[src/rtl/wb_sdram_ctrl_pkg.sv]
// Shared types and constants for the SDRAM controller write FIFO.
package wb_sdram_ctrl_pkg;

  localparam int unsigned WR_FIFO_DEPTH = 4;
  localparam int unsigned WR_ENTRY_W    = 36;

  // Which 16-bit half of the current word is presented next on DQ
  typedef enum logic {
    HALF_HI = 1'b0,
    HALF_LO = 1'b1
  } half_e;

  // One stored write: byte selects plus data
  typedef struct packed {
    logic [3:0]  sel;
    logic [31:0] dat;
  } wr_entry_t;

endpackage

[src/rtl/wb_sdram_ctrl_wr_fifo_if.sv]
// Wishbone write side and SDRAM pop side of the write FIFO.
interface wb_sdram_ctrl_wr_fifo_if;

  logic        clear;
  logic [31:0] wb_dat_i;
  logic [3:0]  wb_sel_i;
  logic        wb_cyc_i;
  logic        wb_stb_i;
  logic        wb_we_i;
  logic        wb_ack_o;
  logic        rd_i;
  logic [15:0] q_o;
  logic [1:0]  dqm_o;
  logic        empty_o;

  modport slave (
    input  clear, wb_dat_i, wb_sel_i, wb_cyc_i, wb_stb_i, wb_we_i, rd_i,
    output wb_ack_o, q_o, dqm_o, empty_o
  );

  modport master (
    output clear, wb_dat_i, wb_sel_i, wb_cyc_i, wb_stb_i, wb_we_i, rd_i,
    input  wb_ack_o, q_o, dqm_o, empty_o
  );

endinterface

[src/rtl/wb_sdram_ctrl_wr_fifo_mem.sv]
// Write FIFO storage: DEPTH x 36, synchronous write, asynchronous read, no reset.
module wb_sdram_ctrl_wr_fifo_mem
  import wb_sdram_ctrl_pkg::*;
#(
  parameter int unsigned DEPTH = WR_FIFO_DEPTH,
  parameter int unsigned AW    = $clog2(DEPTH)
) (
  input  logic                  clk_i,
  input  logic                  we,
  input  logic [AW-1:0]         waddr,
  input  logic [WR_ENTRY_W-1:0] wdata,
  input  logic [AW-1:0]         raddr,
  output logic [WR_ENTRY_W-1:0] rdata
);

  logic [WR_ENTRY_W-1:0] mem [DEPTH];

  // Store the accepted word at the write pointer
  always_ff @(posedge clk_i) begin
    if (we) begin
      mem[waddr] <= wdata;
    end
  end

  assign rdata = mem[raddr];

endmodule

[src/rtl/wb_sdram_ctrl_wr_fifo.sv]
// Write FIFO from Wishbone slave port to SDRAM data path.
// Each 32-bit word is replayed as two 16-bit halves, high half first.
// Optional macro WB_SDRAM_CTRL_WR_FIFO_LEVEL_EN exposes the entry count on level_o.
module wb_sdram_ctrl_wr_fifo
  import wb_sdram_ctrl_pkg::*;
#(
  parameter int unsigned DEPTH = WR_FIFO_DEPTH
) (
  input  logic                       clk_i,
  input  logic                       rst,
  wb_sdram_ctrl_wr_fifo_if.slave     bus
`ifdef WB_SDRAM_CTRL_WR_FIFO_LEVEL_EN
  ,
  output logic [$clog2(DEPTH+1)-1:0] level_o
`endif
);

  localparam int unsigned AW = $clog2(DEPTH);
  localparam int unsigned CW = $clog2(DEPTH+1);

  logic [AW-1:0] wr_ptr;
  logic [AW-1:0] rd_ptr;
  logic [CW-1:0] count;
  half_e         h;

  logic          full;
  logic          empty;
  logic          push;
  logic          pop_half;
  logic          pop_word;
  wr_entry_t     wr_entry;
  wr_entry_t     rd_entry;

  assign full     = (count == CW'(DEPTH));
  assign empty    = (count == '0);
  assign push     = bus.wb_cyc_i & bus.wb_stb_i & bus.wb_we_i & ~full & ~bus.clear;
  assign pop_half = bus.rd_i & ~empty;
  assign pop_word = pop_half & (h == HALF_LO);
  assign wr_entry = '{sel: bus.wb_sel_i, dat: bus.wb_dat_i};

  wb_sdram_ctrl_wr_fifo_mem #(
    .DEPTH (DEPTH),
    .AW    (AW)
  ) u_mem (
    .clk_i (clk_i),
    .we    (push),
    .waddr (wr_ptr),
    .wdata (wr_entry),
    .raddr (rd_ptr),
    .rdata (rd_entry)
  );

  // Pointer, count and half-select bookkeeping; clear outranks push and pop
  always_ff @(posedge clk_i) begin
    if (rst || bus.clear) begin
      wr_ptr <= '0;
      rd_ptr <= '0;
      count  <= '0;
      h      <= HALF_HI;
    end else begin
      if (push) begin
        wr_ptr <= (wr_ptr == AW'(DEPTH-1)) ? '0 : wr_ptr + AW'(1);
      end
      if (pop_half) begin
        h <= (h == HALF_HI) ? HALF_LO : HALF_HI;
      end
      if (pop_word) begin
        rd_ptr <= (rd_ptr == AW'(DEPTH-1)) ? '0 : rd_ptr + AW'(1);
      end
      case ({push, pop_word})
        2'b10:   count <= count + CW'(1);
        2'b01:   count <= count - CW'(1);
        default: count <= count;
      endcase
    end
  end

  // Present the selected half of the head entry and its byte mask
  always_comb begin
    bus.q_o   = rd_entry.dat[31:16];
    bus.dqm_o = 2'b11;
    if (h == HALF_LO) begin
      bus.q_o = rd_entry.dat[15:0];
    end
    if (!empty) begin
      bus.dqm_o = (h == HALF_HI) ? ~rd_entry.sel[3:2] : ~rd_entry.sel[1:0];
    end
  end

  assign bus.wb_ack_o = push;
  assign bus.empty_o  = empty;

`ifdef WB_SDRAM_CTRL_WR_FIFO_LEVEL_EN
  assign level_o = count;
`endif

endmodule
[src/flat_wrapper.sv]
// flat-port wrapper written by rule: the top's interface ports become plain ports
module wb_sdram_ctrl_wr_fifo_flat import wb_sdram_ctrl_pkg::*;
#(
  parameter int unsigned DEPTH = WR_FIFO_DEPTH
)
  (clk_i, rst, bus_clear, bus_wb_dat_i, bus_wb_sel_i, bus_wb_cyc_i, bus_wb_stb_i, bus_wb_we_i, bus_rd_i, bus_wb_ack_o, bus_q_o, bus_dqm_o, bus_empty_o);
  wb_sdram_ctrl_wr_fifo_if bus_i ();
  input  logic clk_i;
  input  logic rst;
  input wire logic [$bits(bus_i.clear)-1:0] bus_clear;
  input wire logic [$bits(bus_i.wb_dat_i)-1:0] bus_wb_dat_i;
  input wire logic [$bits(bus_i.wb_sel_i)-1:0] bus_wb_sel_i;
  input wire logic [$bits(bus_i.wb_cyc_i)-1:0] bus_wb_cyc_i;
  input wire logic [$bits(bus_i.wb_stb_i)-1:0] bus_wb_stb_i;
  input wire logic [$bits(bus_i.wb_we_i)-1:0] bus_wb_we_i;
  input wire logic [$bits(bus_i.rd_i)-1:0] bus_rd_i;
  output wire logic [$bits(bus_i.wb_ack_o)-1:0] bus_wb_ack_o;
  output wire logic [$bits(bus_i.q_o)-1:0] bus_q_o;
  output wire logic [$bits(bus_i.dqm_o)-1:0] bus_dqm_o;
  output wire logic [$bits(bus_i.empty_o)-1:0] bus_empty_o;
  assign bus_i.clear = bus_clear;
  assign bus_i.wb_dat_i = bus_wb_dat_i;
  assign bus_i.wb_sel_i = bus_wb_sel_i;
  assign bus_i.wb_cyc_i = bus_wb_cyc_i;
  assign bus_i.wb_stb_i = bus_wb_stb_i;
  assign bus_i.wb_we_i = bus_wb_we_i;
  assign bus_i.rd_i = bus_rd_i;
  assign bus_wb_ack_o = bus_i.wb_ack_o;
  assign bus_q_o = bus_i.q_o;
  assign bus_dqm_o = bus_i.dqm_o;
  assign bus_empty_o = bus_i.empty_o;
  wb_sdram_ctrl_wr_fifo #(.DEPTH(DEPTH)) u_core (.clk_i(clk_i), .rst(rst), .bus(bus_i));
endmodule
[config.mk]
export PLATFORM = sky130hd
export DESIGN_NAME = wb_sdram_ctrl_wr_fifo_flat
export DESIGN_NICKNAME = d
export VERILOG_FILES = /design/src/rtl/wb_sdram_ctrl_pkg.sv /design/src/rtl/wb_sdram_ctrl_wr_fifo_if.sv /design/src/rtl/wb_sdram_ctrl_wr_fifo_mem.sv /design/src/rtl/wb_sdram_ctrl_wr_fifo.sv /design/src/flat_wrapper.sv
export SDC_FILE = /design/constraint.sdc
export NUM_CORES = 1
export LEC_CHECK = 0
export ABC_AREA = 1
export BUFFER_PORTS_ARGS = -buffer_cell sky130_fd_sc_hd__buf_4
export CAP_MARGIN = 25
export CORE_MARGIN = 1
export CORE_UTILIZATION = 35
export CTS_CLUSTER_SIZE = 14
export DETAILED_ROUTE_END_ITERATION = 6
export PLACE_DENSITY = 0.53
export SLEW_MARGIN = 40
export SYNTH_ARGS = -nofsm -noshare
export SYNTH_HDL_FRONTEND = slang
export SYNTH_SLANG_ARGS = --single-unit
[constraint.sdc]
create_clock -name clk_i -period 3.5 [get_ports clk_i]
set_clock_uncertainty 0.1 [all_clocks]
set_input_delay 0.35 -clock clk_i [delete_from_list [all_inputs] [get_ports clk_i]]
set_output_delay 0.35 -clock clk_i [all_outputs]
set_load 0.02 [all_outputs]
==> summary.md, run 1 <==
| Metric | Value |
|---|---|
| Reg-to-reg startpoint | u_core.count[1] |
| CP required | 3.05 ns |
| PwrDens | 504 nW/um2 |
| DRC viols | 0 |
| Adder-cell share of the synthesized area | 0.0149 |
| # Post-CTS Setup Buffers | 0 |
| F_max | 368 MHz |
| Met1 WL | 6300 um |
| DR vias | 4,147 |
| Avg WL per Cell | 16.2 um |
| Hold Crit Class | in2reg |
| Setup_tns | 0 ns |
| Num rows | 48 |
| Synth Area in XOR/XNOR | 0 |
| Initial antenna violation count | 0 |
| Worst Max-Slew Pin Slew | 0.649 ns |
| Simple-Gate Fraction of Synth Area | 0.169 |
| Crit. End Element | output port |
| Core Util, Final | 0.432 |
| Crit Path Category | reg2out |
| Max Cap Viol | 0 |
| Overall routing resource usage | 0.165 |
| Layout cells sized above 1 | 0.172 |
| Max-slew headroom | 0.565 |
| Worst skew pair latency | 0.42 ns |
| Tcrit/Tclk final | 0.776 |
| Vias/cell | 4.76 |
| Antenna viol nets, final | 0 |
| Hold path start | bus_wb_dat_i[5] |
| CTS H-tree lvls | 4 |
| Mux share of post-synthesis cell area | 0 |
| Cell count after synthesis | 568 |
| Worst Setup SP | u_core.h |
| Outcome | completed |
| Met3 wire length | 618 um |
| Sequential element share of the synthesized area | 0.710 |
| TritonRoute pass-1 iters | 5 |
| Synth Cell Area | 6370 um2 |
| Initial Util | 0.363 |
| Count of nets after finishing | 683 |
| Yosys top cell area share | 0.679 |
| Largest family of logic cells by synthesized area | simple AND/OR/NAND/NOR gates |
| Pin count of the biggest net entering global routing | 73 |
| Slowest stage delay, CP | 0.59 ns |
| Critical path arrival | 2.26 ns |
| First-pass GRT wire length | 22,300 um |
| Final Total Pwr | 3.82 mW |
| Detailed Place HPWL | 8550 um |
| Synth Area per Inst | 11.2 um2 |
| Seq cells post-synth | 154 |
| Metal2 WL | 7100 um |
| GRT Residual Overflow | 0 |
| Slew Viols, Final | 0 |
| Die W | 137 um |
| Clock root cell | clkbuf_16 |
| CTS buffer count | 17 |
| Setup crit start kind | flip-flop |
| Chip Height | 137 um |
| Most frequent cells in the layout | 212 x nand2_1, 144 x edfxtp_1, 71 x buf_4 |
| Critical Path Fanout Max | 19 |
| Initial drt markers | 341 |
| Commonest non-fill, non-tap cell in the layout | nand2_1 |
| Fin crit period | 2.71 ns |
| Syn_nets | 618 |
| Leading area contributor after synthesis | edfxtp_1 |
| # port buffers | 62 |
| Synth Area in Compound Gates | 0.0542 |
| Area grow syn2layout | 18.9% |
| P_leak | 2.91 nW |
| Full die area | 18,700 um2 |
| Number of diodes | 0 |
| Setup Viol. Count Final | 0 |
| Fillers | 1,657 |
| Top Metal Used | met4 |
| Final hold violations | 0 |
| Ranking of synthesized cells by area | edfxtp_1 68%, nand2_1 12%, dfxtp_1 3.1%, nor2_1 3.1%, o21ai_0 2.7% |
| Count of boundary I/O pins | 63 |
| Hold_buf cts | 0 |
| GP Congestion | 0.761 |
| Routed Wire Length | 14,100 um |
| Resize count post-CTS | 0 |
| CTS tree | done |
| Clock tree buffer depth | 2 |
| Unique cell type count in the Yosys netlist | 19 |
| Crit-path cells | buf_4 -> clkinv_1 -> nand3_1 -> nand3_1 -> buf_4 |
| Core Area | 17,500 um2 |
| Critical-path top delay cell | clkinv_1 |
| Synth warnings | 0 |
| Clock sinks | 154 |
| Worst IR drop on VDD | 377 uV |
| Clock slew at reported path FFs | 0.06 ns |
| Unrepaired setup endpoints after global routing | false |
| Vias in the first global route | 4,159 |
-- cell families after synthesis --
kind of cell    after synthesis
simple gates                280
flops                       154
compound gates               69
buf+inv                      58
fa+ha+maj                     7
-- per-layer routing --
metal | vias up | global-route usage
li1 | 2028 | -
met1 | 2013 | 0.207
met2 | 97 | 0.278
met3 | 9 | 0.0430
met4 | 0 | 0.0531
met5 | - | 0
-- per-stage QoR --
stage | cell area [um2] | hold slack, ns | setup slack, ns | instances
6_report | 7570 | 0.0251 | 0.785 | 871
5_1_grt | 7570 | 0.00796 | 0.620 | 871
4_1_cts | 7570 | 0.0109 | 0.729 | 871
3_5_place_dp | 7020 | 0.401 | 1.18 | 839
3_3_place_gp | 7020 | 0.395 | 1.21 | 839
2_1_floorplan | 6370 | 0.349 | 0.761 | 568
-- registers in the layout, summed over array words and instances (netlist names), named ones only --
| register | count |
|---|---|
| u_core.count | 3 |
| u_core.h | 1 |
| u_core.rd_ptr | 2 |
| u_core.u_mem.mem | 144 |
| u_core.wr_ptr | 2 |
-- synth_stat cells (all sizes together) --
cell type  number
inv            32
ha              6
dfxtp          10
clkinv          1
nor2           52
edfxtp        144
buf            25
nand3          14
nand2         213
a21oi           3
nand3b          1
o21ai          66
fa              1
-- worst max-delay path: cells and delay by family, from the launching register on --
kind	cells	cell delay [ns]
buf+inv	3	1.06
simple gates	2	0.42
flops	1	0.35
-- area by class of cell --
| cell class | instances | area, um2 | area share |
|---|---|---|---|
| multi-input combinational | 356 | 1550 | 0.204 |
| inverter | 33 | 134 | 0.0177 |
| sequential | 154 | 4530 | 0.598 |
| clock buffer | 17 | 425 | 0.0562 |
| tap | 225 | 282 | 0.0372 |
| timing repair buffer | 71 | 533 | 0.0704 |
| clock inverter | 15 | 126 | 0.0167 |
-- power by group --
group	switching (mW)	internal (mW)	leakage [nW]
Combinational	0.0564	0.0448	1.27
Sequential	0.00213	2.02	1.38
Clock	0.718	0.973	0.259
-- final timing paths --
| check | endpoint | slack, ns | cells after the start |
|---|---|---|---|
| max | bus_dqm_o[0] | 0.79 | 5 |
| min | u_core.u_mem.mem[2][5] | 0.03 | 1 |
| max reg2reg | u_core.count[2] | 1.35 | 13 |
| min reg2reg | u_core.h | 0.41 | 2 |
(Power assumes the default switching activity.)
==> inputs of run 2 (changes only) <==
--- a/config.mk
+++ b/config.mk
@@ -12,7 +12,7 @@
 export CORE_UTILIZATION = 35
 export CTS_CLUSTER_SIZE = 14
 export DETAILED_ROUTE_END_ITERATION = 6
-export PLACE_DENSITY = 0.53
+export PLACE_DENSITY = 0.55
 export SLEW_MARGIN = 40
 export SYNTH_ARGS = -nofsm -noshare
 export SYNTH_HDL_FRONTEND = slang
==> constraint.sdc (replaced) <==
create_clock -name clk_i -period 2.3 [get_ports clk_i]
set_clock_uncertainty 0.1 [all_clocks]
set_input_delay 0.23 -clock clk_i [delete_from_list [all_inputs] [get_ports clk_i]]
set_output_delay 0.23 -clock clk_i [all_outputs]
set_load 0.02 [all_outputs]
==> summary.md, run 2 (synthesis gave the netlist of run 1 again) <==
| Metric | Value |
|---|---|
| Outcome | completed |
| WHS | 0.0601 ns |
| Most frequent cells in the layout | 212 x nand2_1, 144 x edfxtp_1, 67 x buf_4 |
| Multi-input logic area | 1550 um2 |
| Routed Wire Length | 14,100 um |
| Placed cell area | 7080 um2 |
| F_max | 470 MHz |
| CTS H-tree lvls | 4 |
| Hold Crit Class | in2reg |
| Pin count of the biggest net entering global routing | 73 |
| Commonest non-fill, non-tap cell in the layout | nand2_1 |
| Clock root cell | clkbuf_16 |
| Number of flip-flops in the largest register | 144 |
| Crit Path Category | reg2out |
| Detailed Place HPWL | 8070 um |
| Critical-path top delay cell | dfxtp_4 |
| Num rows | 48 |
| Initial drt markers | 227 |
| Max Cap Viol | 0 |
| Chip Height | 137 um |
| Number of diodes | 0 |
| GP Congestion | 0.754 |
| Final setup margin | 0.171 ns |
| # port buffers | 62 |
| PwrDens | 724 nW/um2 |
| Avg WL per Cell | 15.4 um |
| Initial Util | 0.363 |
| Placed insts | 841 |
| Crit-path cells | buf_8 -> o21ai_0 -> o21ai_1 -> nand2_1 -> nand2_1 -> buf_4 |
| DR vias | 4,239 |
| Post-route cell area | 8040 um2 |
| Critical path arrival | 1.80 ns |
| First-pass GRT wire length | 21,700 um |
| Top Registers | u_core.u_mem.mem: 144 flops, u_core.count: 3 flops |
| P_leak | 3.09 nW |
| Crit. End Element | output port |
| Max-slew headroom | 0.668 |
| CP required | 1.97 ns |
| Layout Cells excl Fill | 910 |
| FF/Latch Area | 4530 um2 |
| Slowest stage delay, CP | 0.46 ns |
| Largest Register | u_core.u_mem.mem |
| Vias/cell | 4.66 |
| Core Area | 17,500 um2 |
| Area grow syn2layout | 26.1% |
| Core Util, Final | 0.458 |
| Die W | 137 um |
| GRT Residual Overflow | 0 |
| Overall routing resource usage | 0.162 |
| Vias in the first global route | 4,086 |
| Clock sinks | 154 |
| Critical Path Fanout Max | 40 |
| Clock slew at reported path FFs | 0.06 ns |
| Worst Max-Slew Pin Slew | 0.496 ns |
| Worst IR drop on VDD | 500 uV |
| Count of nets after finishing | 722 |
| Count of boundary I/O pins | 63 |
| Initial antenna violation count | 0 |
| Worst skew pair latency | 0.41 ns |
| Final hold violations | 0 |
| CTS tree | done |
| Most used cell, CP | nand2_1 |
| Full die area | 18,700 um2 |
| Dpl ws | 0.190 ns |
| Slew Viols, Final | 0 |
| Setup Viol. Count Final | 0 |
| Unrepaired setup endpoints after global routing | false |
| CTS buffer count | 17 |
| Antenna viol nets, final | 0 |
| Fin crit period | 2.13 ns |
| Clock tree buffer depth | 2 |
| Fillers | 1,617 |
| DRC viols | 0 |
| Setup crit start kind | flip-flop |
| Tcrit/Tclk final | 0.926 |
| Layout cells sized above 1 | 0.156 |
| TritonRoute pass-1 iters | 6 |
run 2: stage by stage:
stage	power [mW]	setup TNS, ns
final	5.81	0
after global routing	6.00	0
after CTS	5.87	0
after detailed placement	3.30	0
after global placement	3.29	0
after floorplan	3.18	-35.47
run 2: what timing repair did:
| action | in CTS | in global routing |
|---|---|---|
| hold buffers | 37 | 0 |
| buffers inserted | 0 | 0 |
| setup endpoints to repair | 0 | 11 |
| endpoints found under the hold margin | 145 | 0 |
| gates resized for setup | 0 | 9 |
run 2: worst paths after layout:
kind         cells after the start  slack (ns)          endpoint        startpoint
max                              6        0.17        bus_q_o[4]         flip-flop
min reg2reg                      4        0.44  u_core.rd_ptr[1]  u_core.rd_ptr[1]
max reg2reg                     11        0.19   u_core.count[2]   u_core.count[1]
min                              4        0.06  u_core.wr_ptr[0]               rst
run 2: report_power, final:
part | leakage, nW | internal (mW) | switching, mW
Combinational | 1.46 | 0.111 | 0.0942
Clock | 0.253 | 1.47 | 1.06
Sequential | 1.38 | 3.08 | 0.00324
Total | 3.09 | 4.66 | 1.16
run 2: routing by layer:
layer  routed length, um  track usage
met3                 665       0.0470
met4                 279       0.0665
met2                6860        0.263
met1                6250        0.202
met5                   0            0
run 2: layout make-up:
type	count	share of cell area
Sequential cell	154	0.564
Multi-Input combinational cell	356	0.192
Timing Repair Buffer	110	0.123
Clock buffer	19	0.0539
Tap cell	225	0.0350
Inverter	33	0.0193
Clock inverter	13	0.0129
run 2: critical path, delay by kind of cell, from the launching register on:
kind            cells  cell delay [ns]
simple gates        2             0.16
compound gates      2             0.33
buf+inv             2             0.43
flops               1             0.46
==> inputs of run 3 (changes only) <==
--- a/config.mk
+++ b/config.mk
@@ -6,7 +6,7 @@
 export NUM_CORES = 1
 export LEC_CHECK = 0
 export ABC_AREA = 1
-export BUFFER_PORTS_ARGS = -buffer_cell sky130_fd_sc_hd__buf_4
+export BUFFER_PORTS_ARGS = -buffer_cell sky130_fd_sc_hd__buf_2
 export CAP_MARGIN = 25
 export CORE_MARGIN = 1
 export CORE_UTILIZATION = 35
==> summary.md, run 3 (synthesis gave the netlist of run 1 again) <==
| Metric | Value |
|---|---|
| Routed Wire Length | 14,100 um |
| Core Area | 17,500 um2 |
| PwrDens | 775 nW/um2 |
| Pin count of the biggest net entering global routing | 73 |
| Count of boundary I/O pins | 63 |
| CTS H-tree lvls | 4 |
| Placed insts | 842 |
| Clock slew at reported path FFs | 0.06 ns |
| Crit Path Category | reg2out |
| Slowest stage delay, CP | 0.34 ns |
| Clock sinks | 154 |
| Tcrit/Tclk final | 0.931 |
| Critical-path top delay cell | dfxtp_1 |
| Number of flip-flops in the largest register | 144 |
| Core Util, Final | 0.454 |
| Setup crit start kind | flip-flop |
| Hold path start | rst |
| Most frequent cells in the layout | 212 x nand2_1, 144 x edfxtp_1, 62 x buf_2 |
| Clock tree buffer depth | 2 |
| Crit-path cells | inv_4 -> o21ai_0 -> o21ai_1 -> nand2_1 -> nand2_1 -> buf_2 |
| Max Cap Viol | 0 |
| Vias in the first global route | 4,427 |
| Number of diodes | 0 |
| F_max | 467 MHz |
| Count of nets after finishing | 723 |
| Initial drt markers | 235 |
| Worst path bufs/invs | 2 |
| Crit. End Element | output port |
| Crit-path leading delay family | buffers and inverters |
| DRC viols | 0 |
| Most used cell, CP | nand2_1 |
| Hold Crit Class | in2reg |
| Vias/cell | 4.60 |
| Layout cells sized above 1 | 0.162 |
| # Post-CTS Setup Buffers | 0 |
| GRT Residual Overflow | 0 |
| CP required | 1.97 ns |
| GP Congestion | 0.718 |
| Fillers | 1,648 |
| Antenna viol nets, final | 0 |
| Final Total Pwr | 6.17 mW |
| Final hold violations | 0 |
| Top Registers | u_core.u_mem.mem: 144 flops, u_core.count: 3 flops |
| Commonest non-fill, non-tap cell in the layout | nand2_1 |
| Initial antenna violation count | 0 |
| Detailed Place HPWL | 8230 um |
| Final setup margin | 0.159 ns |
| Setup_tns | 0 ns |
| Layout Cells excl Fill | 911 |
| TritonRoute pass-1 iters | 4 |
| Die W | 137 um |
| DR vias | 4,188 |
| Overall routing resource usage | 0.165 |
| Area grow syn2layout | 25.0% |
| Outcome | completed |
| Max-slew headroom | 0.643 |
| Unrepaired setup endpoints after global routing | true |
| Slew Viols, Final | 0 |
| Critical path arrival | 1.81 ns |
| CTS tree | done |
| Worst skew pair latency | 0.42 ns |
| Avg WL per Cell | 15.4 um |
| # port buffers | 62 |
| Fin crit period | 2.14 ns |
| Worst IR drop on VDD | 564 uV |
| Full die area | 18,700 um2 |
| Critical Path Fanout Max | 36 |
| Worst Max-Slew Pin Slew | 0.534 ns |
| Clock root cell | clkbuf_16 |
| Chip Height | 137 um |
| Setup Viol. Count Final | 0 |
| Initial Util | 0.363 |
| CTS buffer count | 17 |
| Dpl ws | 0.254 ns |
| First-pass GRT wire length | 22,400 um |
| Largest Register | u_core.u_mem.mem |
| P_leak | 3.08 nW |
| Num rows | 48 |
| Reg-to-reg startpoint | u_core.count[1] |
run 3: cell types whose count changed in the layout (fill, tap and decap cells not counted), sizes merged:
cell | before | now
clkinvlp | 3 | 1
inv | 32 | 34
bufinv | 1 | 4
clkbuf | 19 | 18
buf | 73 | 74
clkinv | 10 | 8
run 3: worst paths after layout:
| check | slack (ns) | cells past startpoint | end |
|---|---|---|---|
| worst min register to register | 0.44 | 2 | u_core.wr_ptr[1] |
| worst min-delay path | 0.07 | 4 | u_core.wr_ptr[0] |
| worst max-delay path | 0.16 | 6 | bus_q_o[7] |
| worst max register to register | 0.27 | 11 | u_core.count[2] |
run 3: final cells by class:
| type | count | area [um2] | area share |
|---|---|---|---|
| Clock inverter | 14 | 195 | 0.0245 |
| Clock buffer | 18 | 429 | 0.0539 |
| Tap cell | 225 | 282 | 0.0353 |
| Timing Repair Buffer | 111 | 832 | 0.104 |
| Inverter | 33 | 153 | 0.0192 |
| Multi-Input combinational cell | 356 | 1550 | 0.194 |
| Sequential cell | 154 | 4530 | 0.569 |
run 3: through the flow:
step	area, um2	hold slack [ns]
floorplan	6370	0.229
global placement	6940	0.343
detailed placement	6940	0.348
CTS	7930	0.0524
global route	7960	0.0891
finish	7960	0.0708
run 3: routing by layer:
metal / wire length [um] / vias to the layer above / global-route usage
li1: - / 2112 / -
met1: 6340 / 1971 / 0.198
met2: 7030 / 93 / 0.286
met3: 555 / 12 / 0.0359
met4: 148 / 0 / 0.0659
met5: 0 / - / 0
run 3: worst min-delay path: stages:
cell and delay [ns]:
buf_2 0.07, nor2_1 0.11, nand2_1 0.10, nor2_1 0.03
run 3: where the power goes:
| part | internal, mW | switching [mW] | leakage [nW] |
|---|---|---|---|
| Clock | 1.82 | 1.09 | 0.302 |
| Combinational | 0.0865 | 0.0912 | 1.40 |
| Sequential | 3.07 | 0.00328 | 1.38 |
run 3: what timing repair did:
action | CTS | global route
gates resized for setup | 0 | 6
endpoints found under the hold margin | 145 | 0
setup endpoints to repair | 0 | 11
hold buffers | 37 | 0
